$ cat src/rtl/counter_ctrl.sv
// Run controller for an external up/down counter: loads the reload value once per
// period, counts periods on ovf_in and signals period and run completion.
module counter_ctrl #(
    parameter int counter_size = 32
) (
    input  logic                    clk,
    input  logic                    res_n,
    input  logic                    start,
    input  logic                    stop,
    input  logic                    hold,
    input  logic                    dir_cfg,
    input  logic [counter_size-1:0] reload_val,
    input  logic [7:0]              repeat_num,
    input  logic                    ovf_in,
    output logic                    ctr_enable,
    output logic                    ctr_load,
    output logic                    ctr_dir,
    output logic [counter_size-1:0] ctr_cnt_in,
    output logic                    busy,
    output logic                    period_evt,
    output logic                    done
);

    typedef enum logic [1:0] {
        IDLE   = 2'd0,
        LOAD   = 2'd1,
        RUN    = 2'd2,
        FINISH = 2'd3
    } state_t;

    state_t                  state_r;
    state_t                  next_s;
    logic                    ovf_take_s;
    logic [7:0]              remaining_r;
    logic                    ctr_enable_r;
    logic                    ctr_load_r;
    logic                    ctr_dir_r;
    logic [counter_size-1:0] ctr_cnt_in_r;
    logic                    busy_r;
    logic                    period_evt_r;
    logic                    done_r;

    // Next-state decode; stop outranks an overflow arriving in the same cycle.
    always_comb begin
        next_s     = state_r;
        ovf_take_s = 1'b0;
        case (state_r)
            IDLE: begin
                if (start) begin
                    next_s = LOAD;
                end else begin
                    next_s = IDLE;
                end
            end
            LOAD: begin
                if (stop) begin
                    next_s = IDLE;
                end else begin
                    next_s = RUN;
                end
            end
            RUN: begin
                if (stop) begin
                    next_s = IDLE;
                end else if (ovf_in) begin
                    ovf_take_s = 1'b1;
                    if (remaining_r == 8'd1) begin
                        next_s = FINISH;
                    end else begin
                        next_s = LOAD;
                    end
                end else begin
                    next_s = RUN;
                end
            end
            FINISH: begin
                next_s = IDLE;
            end
            default: begin
                next_s = IDLE;
            end
        endcase
    end

    // State, latched run configuration and outputs registered from the next state.
    always_ff @(posedge clk or negedge res_n) begin
        if (!res_n) begin
            state_r      <= IDLE;
            remaining_r  <= 8'd0;
            ctr_enable_r <= 1'b0;
            ctr_load_r   <= 1'b0;
            ctr_dir_r    <= 1'b0;
            ctr_cnt_in_r <= '0;
            busy_r       <= 1'b0;
            period_evt_r <= 1'b0;
            done_r       <= 1'b0;
        end else begin
            state_r      <= next_s;
            busy_r       <= (next_s != IDLE);
            ctr_load_r   <= (next_s == LOAD);
            ctr_enable_r <= (next_s == RUN) && !hold;
            period_evt_r <= ovf_take_s;
            done_r       <= (next_s == FINISH);
            if ((state_r == IDLE) && start) begin
                ctr_dir_r    <= dir_cfg;
                ctr_cnt_in_r <= reload_val;
                remaining_r  <= repeat_num;
            end else if (ovf_take_s && (remaining_r != 8'd0)) begin
                // A zero count means an endless run and is never decremented.
                remaining_r <= remaining_r - 8'd1;
            end else begin
                remaining_r <= remaining_r;
            end
        end
    end

    assign ctr_enable = ctr_enable_r;
    assign ctr_load   = ctr_load_r;
    assign ctr_dir    = ctr_dir_r;
    assign ctr_cnt_in = ctr_cnt_in_r;
    assign busy       = busy_r;
    assign period_evt = period_evt_r;
    assign done       = done_r;

endmodule

$ cat config.mk
export PLATFORM = sky130hd
export DESIGN_NAME = counter_ctrl
export DESIGN_NICKNAME = d
export VERILOG_FILES = /design/src/rtl/counter_ctrl.sv
export SDC_FILE = /design/constraint.sdc
export NUM_CORES = 1
export LEC_CHECK = 0
export CORE_MARGIN = 8
export CORE_UTILIZATION = 46
export CTS_BUF_LIST = sky130_fd_sc_hd__clkbuf_8 sky130_fd_sc_hd__clkbuf_16
export DETAILED_ROUTE_END_ITERATION = 10
export PLACE_DENSITY = 0.82
export SLEW_MARGIN = 5
export SYNTH_ARGS = -nofsm -noshare
export SYNTH_HDL_FRONTEND = slang
export SYNTH_SLANG_ARGS = --single-unit
$ cat constraint.sdc
create_clock -name clk -period 3 [get_ports clk]
set_clock_uncertainty 0.1 [all_clocks]
set_input_delay 0.45 -clock clk [delete_from_list [all_inputs] [get_ports clk]]
set_output_delay 0.45 -clock clk [all_outputs]
set_load 0.05 [all_outputs]
* Word-level counts from Yosys, hierarchy flattened *
Cells that the tools add are included.

storage, ports and cells
  register bits after elaboration = 48
  input bits = 47
  word-level logic and storage cells = 36

cells by class
  mux-type cells = 11
  reduce and logical (&&, ||, !) cells = 8
  equality and inequality tests = 7
  add/sub/neg operators = 1

operator list
  kind                 count
  $mux 8               2
  $eq 2x2->1 const B   4
  $eq 8x1->1 const B   1
  $mux 2               4
  $pmux 2 s4           1
  $reduce_bool 8->1    1
  $sub 8x1->8 const B  1
  $eq 2x1->1 const B   2
  $mux 1               4
  $reduce_bool 2->1    2
  $logic_and 1x1->1    3
  $logic_not 2->1      1
  $logic_not 1->1      1

* Logic depth before layout (Yosys ltp) *
  depth in word-level cells = 7
  mapped depth = 6
  gate-level depth less buffers = 6

* Least setup slack after synthesis *
No wires, ideal clock.

  kind = register to register
  start = register remaining_r[0]
  end = register remaining_r[6]
  stages on the path, launching flop included = 7
  path buffers = 0
  slack = 1.133 ns
  data arrival time = 1.633 ns
  path through = dfrtp_1 inv_1 ha_1 nor3b_1 nand2_1 o311ai_0 nand3_1

on the way
  cells in the longest elaborated chain, start to end = 3

ends and longest elaborated chain
  what                                                     line      RTL
  start: declaration                                       34        logic [7:0] remaining_r;
  start signal: assignment                                 107       remaining_r <= repeat_num;
  start signal: assignment                                 110       remaining_r <= remaining_r - 8'd1;
  start signal: assignment                                 112       remaining_r <= remaining_r;
  $sub 8x1->8 / $reduce_bool 8->1 (equally long branches)  110, 108
  $mux 8 / $logic_and 1x1->1 (equally long branches)       108       end else if (ovf_take_s && (remaining_r != 8'd0)) begin
  $mux 8 / $reduce_bool 2->1 (equally long branches)       n/a

Parallel ways exist; a longest one is shown, timed or not. The select of a mux whose other input is x is not followed.
A chain may end at the register's enable or synchronous reset.

* Worst setup path in the final report *
  start = input ovf_in
  end = register remaining_r[5]

on the way
  cells in the longest elaborated chain, start to end = 5

ends and longest elaborated chain
  what                                line  RTL
  start: declaration                  14    input logic ovf_in,
  $mux 1                              65    end else if (ovf_in) begin
  $mux 1                              63    if (stop) begin
  $mux 1                              47    case (state_r)
  $logic_and 1x1->1                   108
  $reduce_bool 2->1 (no source line)  n/a

Every way passes these cells.

==> flow_metrics.py <==
metrics = {
    "placement": {
        "hpwl_um": 3770,
        "gp_congestion": 0.830,
        "place_ws_ns": 0.612,
        "io_buffers": 84,
    },
    "timing": {
        "layout_setup_ws_ns": 0.911,
        "timing.fmax_ghz": 0.479,
        "tns_ns": 0,
        "hold_viol_final": 0,
        "tightest_slew_ns": 1.02,
        "slew_headroom": 0.322,
        "slew_viol_final": 0,
        "final.min_clock_period_ns": 2.09,
        "setup-violations-final": 0,
        "fin_crit_sh": 0.696,
        "rsz0062_at_grt": "false",
    },
    "logic_synthesis": {
        "synth-xor-area-share": 0.0171,
        "synth-edff-count": 0,
        "synth_cell_type_count": 31,
        "yosysSeqAreaShare": 0.586,
        "synth_adder_area_share": 0.0122,
        "syn_area_mm2": 0.00205,
        "avgSynthCellArea_um2": 9.23,
        "async_reset_ff_frac": 1.00,
        "synth_top_family_by_area": "simple AND/OR/NAND/NOR gates",
        "synthSimpleGateAreaFrac": 0.282,
        "ys_ff_latch": 48,
        "syn_inst": 222,
        "syn-num-nets": 271,
        "synth-compound-area-share": 0.0727,
        "ys.warnings.count": 0,
        "synthMuxAreaShare": 0,
        "synthFlopType": "dfrtp_1",
    },
    "power_and_ir_drop": {
        "p_per_area_mw_per_mm2": 797,
        "finalPower_w": 0.00239,
        "ir_drop_v": 0.000396,
        "p_leak_nw": 1.41,
    },
    "hold_path": {
        "hold_class": "in -> async",
    },
    "final_layout": {
        "final.fill_count": 365,
        "syn_to_final_growth_pct": 46.1,
        "drive_gt1_frac": 0.0528,
        "fin_nets": 352,
        "mostFrequentLayoutCell": "nand2_1",
        "fin_util": 0.692,
        "layout_common_cells": "nand2_1 (111), clkdlybuf4s50_1 (83), dfrtp_1 (48)",
        "antenna_cells": 0,
    },
    "global_route": {
        "first_global_vias": 1733,
        "grt_max_degree": 49,
        "grtUsageMet2": 0.253,
        "grt_use_total": 0.158,
        "use_met3": 0.0649,
        "gr-max-usage-layer": "met2",
        "grt_pass1_wl_um": 8310,
        "antenna_found_initial": 0,
        "met1_usage": 0.185,
        "gr-total-overflow": 0,
    },
    "critical_path": {
        "path_class": "in -> reg",
        "crit_arrival_ns": 2.20,
        "end_kind": "flip-flop",
        "cp-start-kind": "primary input",
        "worstPathRequired_ns": 3.11,
        "path_max_fanout": 9,
        "rrSetupSlack_ns": 0.92,
    },
    "routing": {
        "first_pass_iters": 4,
        "detail_route.vias_per_cell": 4.85,
        "vias": 1721,
        "drt_iter0_drc": 106,
        "wl_per_cell_um": 14.3,
        "ant_nets": 0,
        "drc": 0,
        "drt_wl_total_um": 5070,
    },
    "cts": {
        "tritoncts": "done",
        "tritoncts.num_buffers": 5,
        "cts.repair.resized": 0,
        "cts_hold_buf": 0,
        "cts_setup_buffers": 0,
        "clk_pin_slew_ns": 0.08,
        "insertion_delay_ns": 0.29,
        "cts_num_sinks": 48,
        "cts-root-buf": "clkbuf_8",
        "h-tree-depth": 2,
        "ctsLongestPathBuffers": 2,
    },
    "die": {
        "die_area_mm2": 0.00684,
        "coreArea_mm2": 0.00432,
        "die_height_um": 82.7,
        "io_pins": 85,
        "rows": 24,
        "start_util": 0.474,
        "die_width_um": 82.7,
    },
    "run_status": {
        "status": "complete, no violations",
    },
    "run": {
        "drv_cap": 0,
    },
}
per-stage QoR:
step | hold slack, ns | cell area [µm²] | cells
final | 0.227 | 2990 | 355
after global routing | 0.304 | 2990 | 355
after CTS | 0.270 | 2990 | 355
after detailed placement | 0.362 | 2920 | 348
after global placement | 0.356 | 2920 | 348
after floorplan | 0.0544 | 2050 | 222
state kept, by name, summed over array words and instances, names as in the netlist:
register	count
ctr_dir	1
period_evt	1
remaining_r	8
ctr_enable	1
state_r	2
ctr_cnt_in	32
busy	1
done	1
ctr_load	1
per-layer routing:
| layer | share of wire | wire, µm | up-vias |
|---|---|---|---|
| li1 | - | - | 876 |
| met1 | 0.41 | 2070 | 784 |
| met2 | 0.48 | 2440 | 56 |
| met3 | 0.096 | 489 | 5 |
| met4 | 0.015 | 75 | 0 |
| met5 | 0 | 0 | - |
cells by family after synthesis:
kind of cell | Yosys count
and+or+nand+nor | 134
adders and majority gates | 2
xor gates and xnor gates | 4
DFF | 48
buffers and inverters | 15
AOI/OAI and AO/OA | 19
final timing paths:
path,start,endpoint,cells past startpoint
worst max register to register,remaining_r[0]$_DFFE_PN0P_,remaining_r[6]$_DFFE_PN0P_,6
max in group asynchronous,res_n,ctr_cnt_in[6]$_DFFE_PN0P_,1
worst min register to register,ctr_cnt_in[6]$_DFFE_PN0P_,ctr_cnt_in[6]$_DFFE_PN0P_,2
min in group clk,ctr_cnt_in[6]$_DFFE_PN0P_,ctr_cnt_in[6]$_DFFE_PN0P_,2
worst min-delay path,res_n,ctr_load$_DFF_PN0_,1
worst max-delay path,ovf_in,remaining_r[5]$_DFFE_PN0P_,5
area by class of cell:
| class | count | area, µm² | area share |
|---|---|---|---|
| Clock inverter | 2 | 8.76 | 0.00293 |
| Clock buffer | 5 | 68.8 | 0.0230 |
| Multi-Input combinational cell | 159 | 791 | 0.264 |
| Tap cell | 52 | 65.1 | 0.0217 |
| Inverter | 4 | 15.0 | 0.00502 |
| Timing Repair Buffer | 85 | 843 | 0.282 |
| Sequential cell | 48 | 1200 | 0.401 |
cells in the mapped netlist, types with 2 or more instances:
| master | count | area, µm² |
|---|---|---|
| o21ai_0 | 6 | 30.0 |
| or4_1 | 3 | 22.5 |
| buf_1 | 3 | 11.3 |
| xor2_1 | 2 | 17.5 |
| a31oi_1 | 2 | 12.5 |
| nand3_1 | 3 | 15.0 |
| ha_1 | 2 | 25.0 |
| nor2_1 | 4 | 15.0 |
| o211ai_1 | 3 | 22.5 |
| inv_1 | 4 | 15.0 |
| nand2_1 | 111 | 417 |
| or3b_2 | 3 | 26.3 |
| dfrtp_1 | 48 | 1200 |
| o311ai_0 | 2 | 17.5 |
| nor3_1 | 2 | 10.0 |
| xnor2_1 | 2 | 17.5 |
| nor3b_1 | 3 | 22.5 |
| clkbuf_1 | 6 | 22.5 |
worst max-delay path, stage by stage:
cell,delay [ns]
clkdlybuf4s50_1,0.51
and4bb_1,0.40
nor2_1,0.17
or4_1,0.48
o211ai_1,0.19
power by group:
group | switching, W | total, W | internal [W]
combinational | 0.000725 | 0.00111 | 0.000384
sequential | 0.000115 | 0.000926 | 0.000811
clock | 0.000196 | 0.000351 | 0.000155
total | 0.00104 | 0.00239 | 0.00135
No activity file was read; power rests on OpenSTA's default activity.
